$ cat config.mk
export PLATFORM = sky130hd
export DESIGN_NAME = beta_if_stage
export DESIGN_NICKNAME = d
export VERILOG_FILES = /design/src/rtl/beta_if_stage.sv
export SDC_FILE = /design/constraint.sdc
export NUM_CORES = 1
export LEC_CHECK = 0
export CAP_MARGIN = 30
export CELL_PAD_IN_SITES_DETAIL_PLACEMENT = 1
export CELL_PAD_IN_SITES_GLOBAL_PLACEMENT = 1
export CORE_MARGIN = 1.5
export CORE_UTILIZATION = 30
export CTS_CLUSTER_DIAMETER = 100
export DETAILED_ROUTE_END_ITERATION = 10
export HOLD_SLACK_MARGIN = 0.1
export MAX_ROUTING_LAYER = met4
export PLACE_DENSITY = 0.81
export SYNTH_ARGS = -nofsm -noshare
export SYNTH_HDL_FRONTEND = slang
export SYNTH_SLANG_ARGS = --single-unit
$ cat constraint.sdc
create_clock -name clk_i -period 1.65 [get_ports clk_i]
set_input_delay 0.165 -clock clk_i [delete_from_list [all_inputs] [get_ports clk_i]]
set_output_delay 0.165 -clock clk_i [all_outputs]
set_load 0.02 [all_outputs]
$ cat src/rtl/beta_if_stage.sv
// Instruction fetch stage: owns the PC, runs the imem req/gnt/rvalid handshake
// and presents one instruction at a time to decode until it asks for the next.
//
// state | meaning
// BOOT  | reset state, no request outstanding
// REQ   | request raised at the current PC, waiting for grant
// WAIT  | granted, waiting for response data
// VALID | instruction presented to decode, waiting for if_next_i
module beta_if_stage #(
    parameter int unsigned          DataWidth  = 32,
    parameter logic [DataWidth-1:0] BootAddr   = 32'h0000_0000,
    parameter bit                   Compressed = 1'b0
) (
    input  logic                 clk_i,
    input  logic                 rstn_i,
    output logic                 if_imem_req_o,
    output logic [DataWidth-1:0] if_imem_addr_o,
    input  logic                 if_imem_gnt_i,
    input  logic                 if_imem_rvalid_i,
    input  logic [31:0]          if_imem_rdata_i,
    input  logic                 if_imem_err_i,
    input  logic                 if_next_i,
    input  logic                 if_jump_en_i,
    input  logic [DataWidth-1:0] if_jump_target_i,
    output logic [31:0]          if_instr_o,
    output logic                 if_new_instr_o,
    output logic [DataWidth-1:0] if_pc_o,
    output logic                 if_fetch_err_o,
    output logic                 if_stage_busy_o
);

    localparam logic [1:0] ST_BOOT  = 2'd0;
    localparam logic [1:0] ST_REQ   = 2'd1;
    localparam logic [1:0] ST_WAIT  = 2'd2;
    localparam logic [1:0] ST_VALID = 2'd3;

    localparam logic [31:0]          NOP        = 32'h0000_0013;
    localparam logic [DataWidth-1:0] PC_STEP    = Compressed ? DataWidth'(2) : DataWidth'(4);
    localparam logic [DataWidth-1:0] ALIGN_MASK = {{(DataWidth-2){1'b1}}, 2'b00};

    logic [1:0]           state_q;
    logic [DataWidth-1:0] pc_q;
    logic [DataWidth-1:0] instr_pc_q;
    logic [31:0]          instr_q;
    logic                 new_instr_q;
    logic                 fetch_err_q;
    logic [DataWidth-1:0] pc_next;

    always_comb begin
        pc_next = pc_q + PC_STEP;
        if (if_jump_en_i) begin
            pc_next = if_jump_target_i & ALIGN_MASK;
        end
    end

    always_ff @(posedge clk_i or negedge rstn_i) begin
        if (!rstn_i) begin
            state_q     <= ST_BOOT;
            pc_q        <= BootAddr;
            instr_pc_q  <= BootAddr;
            instr_q     <= NOP;
            new_instr_q <= 1'b0;
            fetch_err_q <= 1'b0;
        end else begin
            new_instr_q <= 1'b0;
            case (state_q)
                ST_BOOT: state_q <= ST_REQ;
                ST_REQ: begin
                    if (if_imem_gnt_i) begin
                        state_q <= ST_WAIT;
                    end
                end
                ST_WAIT: begin
                    if (if_imem_rvalid_i) begin
                        state_q     <= ST_VALID;
                        new_instr_q <= 1'b1;
                        instr_pc_q  <= pc_q;
                        // Errored fetches present a NOP so decode never sees garbage.
                        instr_q     <= if_imem_err_i ? NOP : if_imem_rdata_i;
                        fetch_err_q <= if_imem_err_i;
                    end
                end
                ST_VALID: begin
                    if (if_next_i) begin
                        state_q <= ST_REQ;
                        pc_q    <= pc_next;
                    end
                end
                default: state_q <= ST_BOOT;
            endcase
        end
    end

    assign if_imem_req_o   = (state_q == ST_REQ);
    assign if_imem_addr_o  = pc_q;
    assign if_instr_o      = instr_q;
    assign if_new_instr_o  = new_instr_q;
    assign if_pc_o         = instr_pc_q;
    assign if_fetch_err_o  = fetch_err_q;
    assign if_stage_busy_o = (state_q != ST_VALID);

endmodule

==> flow_summary_export.csv <==
group,metric,value,unit
floorplanning,die_h,128.3,um
sta,holdWs,326.0,ps
worst_setup_path,worstPathRequired,1870,ps
yosys,syn_area,4711,um^2
worst_setup_path,crit_buf_inv,1,
drt,wirelength,16320,um
floorplanning,initial_core_util,0.3087,
drt,dr.first_iter.drc_count,227,
global_routing,antenna_found_initial,0,
clock_tree,clkSlewWorstSetupHoldPaths,70,ps
global_routing,grt_pass1_wl,25770,um
worst_setup_path,cpPeakStageDelay,670,ps
yosys,ys_seq_area_frac,0.5108,
clock_tree,cts_tree,"yes",
worst_setup_path,path_cells,"nand4_1, or4_4, buf_6, mux2i_1, a22oi_1",
yosys,ys_top_cells_by_area,"dfrtp_1 49%, o21ai_0 6.2%, mux2_2 6.0%",
yosys,synth_edf_count,0,
clock_tree,htreeDepth,3,
worst_setup_path,start_kind,"register",
pwr,power.density,1755,nW/um^2
cells_and_area,utilization,0.4894,
worst_setup_path,worstSetupPathType,"reg -> reg",
sta,drv_slew,0,
floorplanning,die-area,16460,um^2
floorplanning,io_pins,171,
global_routing,grt_pass1_vias,4838,
status,violations,"negative setup slack",
placement,port_buffers,164,
sta,fin_crit_sh,1.021,
pwr,ir_drop,854.8,uV
drt,vias,4531,
cells_and_area,stdcell_area,7467,um^2
sta,rsz0062_at_grt,"true",
placement,place_area,6985,um^2
drt,dr.pass1.iters,4,
yosys,yosysTopAreaCell,"dfrtp_1",
run,maxCapViolations,0,
clock_tree,clock_sinks,96,
yosys,yosysMostFrequentCell,"dfrtp_1",
placement,place_congestion,0.8449,
clock_tree,clock_latency,350,ps
placement,post-place-ws,-106.0,ps
floorplanning,die_w,128.3,um
pwr,leakagePower,3.284,nW
cells_and_area,nNetsFinal,761,
cells_and_area,n_antenna_cell,0,
worst_setup_path,cp_max_fo,8,
floorplanning,core-area,15260,um^2
sta,skew,7.400,ps
global_routing,grt-ovfl-total,0,
clock_tree,clock-root-buffer,"clkbuf_16",
yosys,synthTopCellsByCount,"93 x dfrtp_1, 58 x o21ai_0, 54 x nand2_1",
yosys,synth_top_flop_cell,"dfrtp_1",
status,status,"finished with violations",
clock_tree,cts_buffers,9,
worst_setup_path,endpoint_kind,"register",
sta,fin_ws,-34.87,ps
worst_setup_path,slowest_stage,"or4_4",
sta,setup_viol_count_final,8,
yosys,ys_warn_count,0,
floorplanning,row_count,45,
worst_setup_path,crit_arrival,1910,ps
drt,drc,0,
drt,wire_per_inst,18.09,um
yosys,ys_seq_elements,96,
sta,finalHoldViolCount,0,
yosys,synth_cell_types,50,
clock_tree,clock_path_buffers,2,
drt,viasPerCell,5.023,
cells_and_area,drive_gt1_frac,0.1983,
sta,finalCriticalPeriod,1685,ps
yosys,avgSynthCellArea,9.733,um^2
global_routing,grt_max_degree,57,
yosys,synth-async-reset-ratio,1.000,
min_path,hold_path.class,"in -> async",
placement,dp_hpwl,11870,um
global_routing,grtUsageTotal,0.2074,
worst_setup_path,path_delay_family,"simple AND/OR/NAND/NOR gates",
yosys,syn_inst,484,
sta,fmax,0.5935,GHz
drt,drtAntennaViolNets,0,
yosys,netlist.area_leader.share,0.4940,
cells_and_area,area_growth_syn_to_layout,58.51,%
sta,finalSetupTns,-120.3,ps
-- worst reg2reg max path: cells and delay by family, from the launching register on --
family	cells	cell delay (ps)
buffers and inverters	1	160
flip-flops	1	360
AND/OR/NAND/NOR	2	830
multiplexers	1	130
AO/OA/AOI/OAI	1	80
-- layout by cell type (no fill, tap or decap), types with 12 or more instances in the layout --
cell             synthesis  final
o21ai_0                 58     54
nand3_1                 16     16
a21oi_1                 15     15
buf_4                    4     53
dlymetal6s2s_1           0     12
nand2_1                 54     53
dlygate4sd2_1            0     18
dfrtp_1                 93     82
inv_1                   15     15
nor3_1                  14     13
mux2_2                  25     25
nand2b_1                29     29
nor2_1                  18     17
clkdlybuf4s50_1          0    131
-- stage by stage --
stage | power [mW] | instances
5_1_grt | 13.89 | 902
6_report | 13.11 | 902
4_1_cts | 13.21 | 900
2_1_floorplan | 7.222 | 487
3_3_place_gp | 10.60 | 875
3_5_place_dp | 10.90 | 875
-- sequential cells by signal, summed over array words and instances (netlist names) --
name / cells
if_instr_o: 32
if_pc_o: 30
if_fetch_err_o: 1
if_imem_addr_o: 30
state_q: 2
if_new_instr_o: 1
-- path summary, 6_finish.rpt --
path,start,end,slack [ps],cells past startpoint
min in group clk_i,if_imem_rdata_i[27],if_instr_o[27],390,3
max reg2reg,if_imem_addr_o[5],if_imem_addr_o[15],-30,5
max,if_imem_addr_o[5],if_imem_addr_o[15],-30,5
min,rstn_i,if_instr_o[6],330,2
max in group asynchronous,rstn_i,if_imem_addr_o[18],720,3
min reg2reg,if_instr_o[6],if_instr_o[6],480,2
-- layer usage --
layer  vias up  share of wire  routed length, um  GRT usage
li1       2115              -                  -          -
met2       153           0.49               8036     0.3507
met1      2246           0.44               7228     0.2518
met4         0          0.012                188    0.04693
met5         -              0                  0          -
met3        17          0.053                864    0.04967
-- power breakdown --
part           internal [mW]  total [mW]  switching (mW)
Combinational           3.16        6.71            3.54
Clock                   1.38        2.30           0.922
Sequential              3.39        4.10           0.712
-- layout make-up --
cell class                 instances  area [um^2]
multi-input combinational        334         2150
inverter                          15        56.30
tap                              211        264.0
clock buffer                      12        246.5
clock inverter                     4        77.57
timing repair buffer             230         2253
sequential                        96         2420
fill                            1714         7791
-- cells by family after synthesis --
| family | Yosys count | synth area share |
|---|---|---|
| AO/OA/AOI/OAI | 117 | 0.1546 |
| other | 1 | 0.0007960 |
| flip-flops | 96 | 0.5108 |
| buffers and inverters | 57 | 0.05020 |
| multiplexers | 28 | 0.06614 |
| AND/OR/NAND/NOR | 181 | 0.2069 |
| adder cells (fa/ha/maj) | 4 | 0.01062 |
-- timing repair --
| action | CTS | global route |
|---|---|---|
| hold buffers | 1 | 0 |
| setup buffers | 8 | 2 |
| pin swaps | 4 | 7 |
| setup endpoints to repair | 30 | 35 |
| gates cloned | 0 | 0 |
| gates resized for setup | 24 | 27 |
| hold endpoints to repair | 29 | 0 |
(Power assumes the default switching activity.)
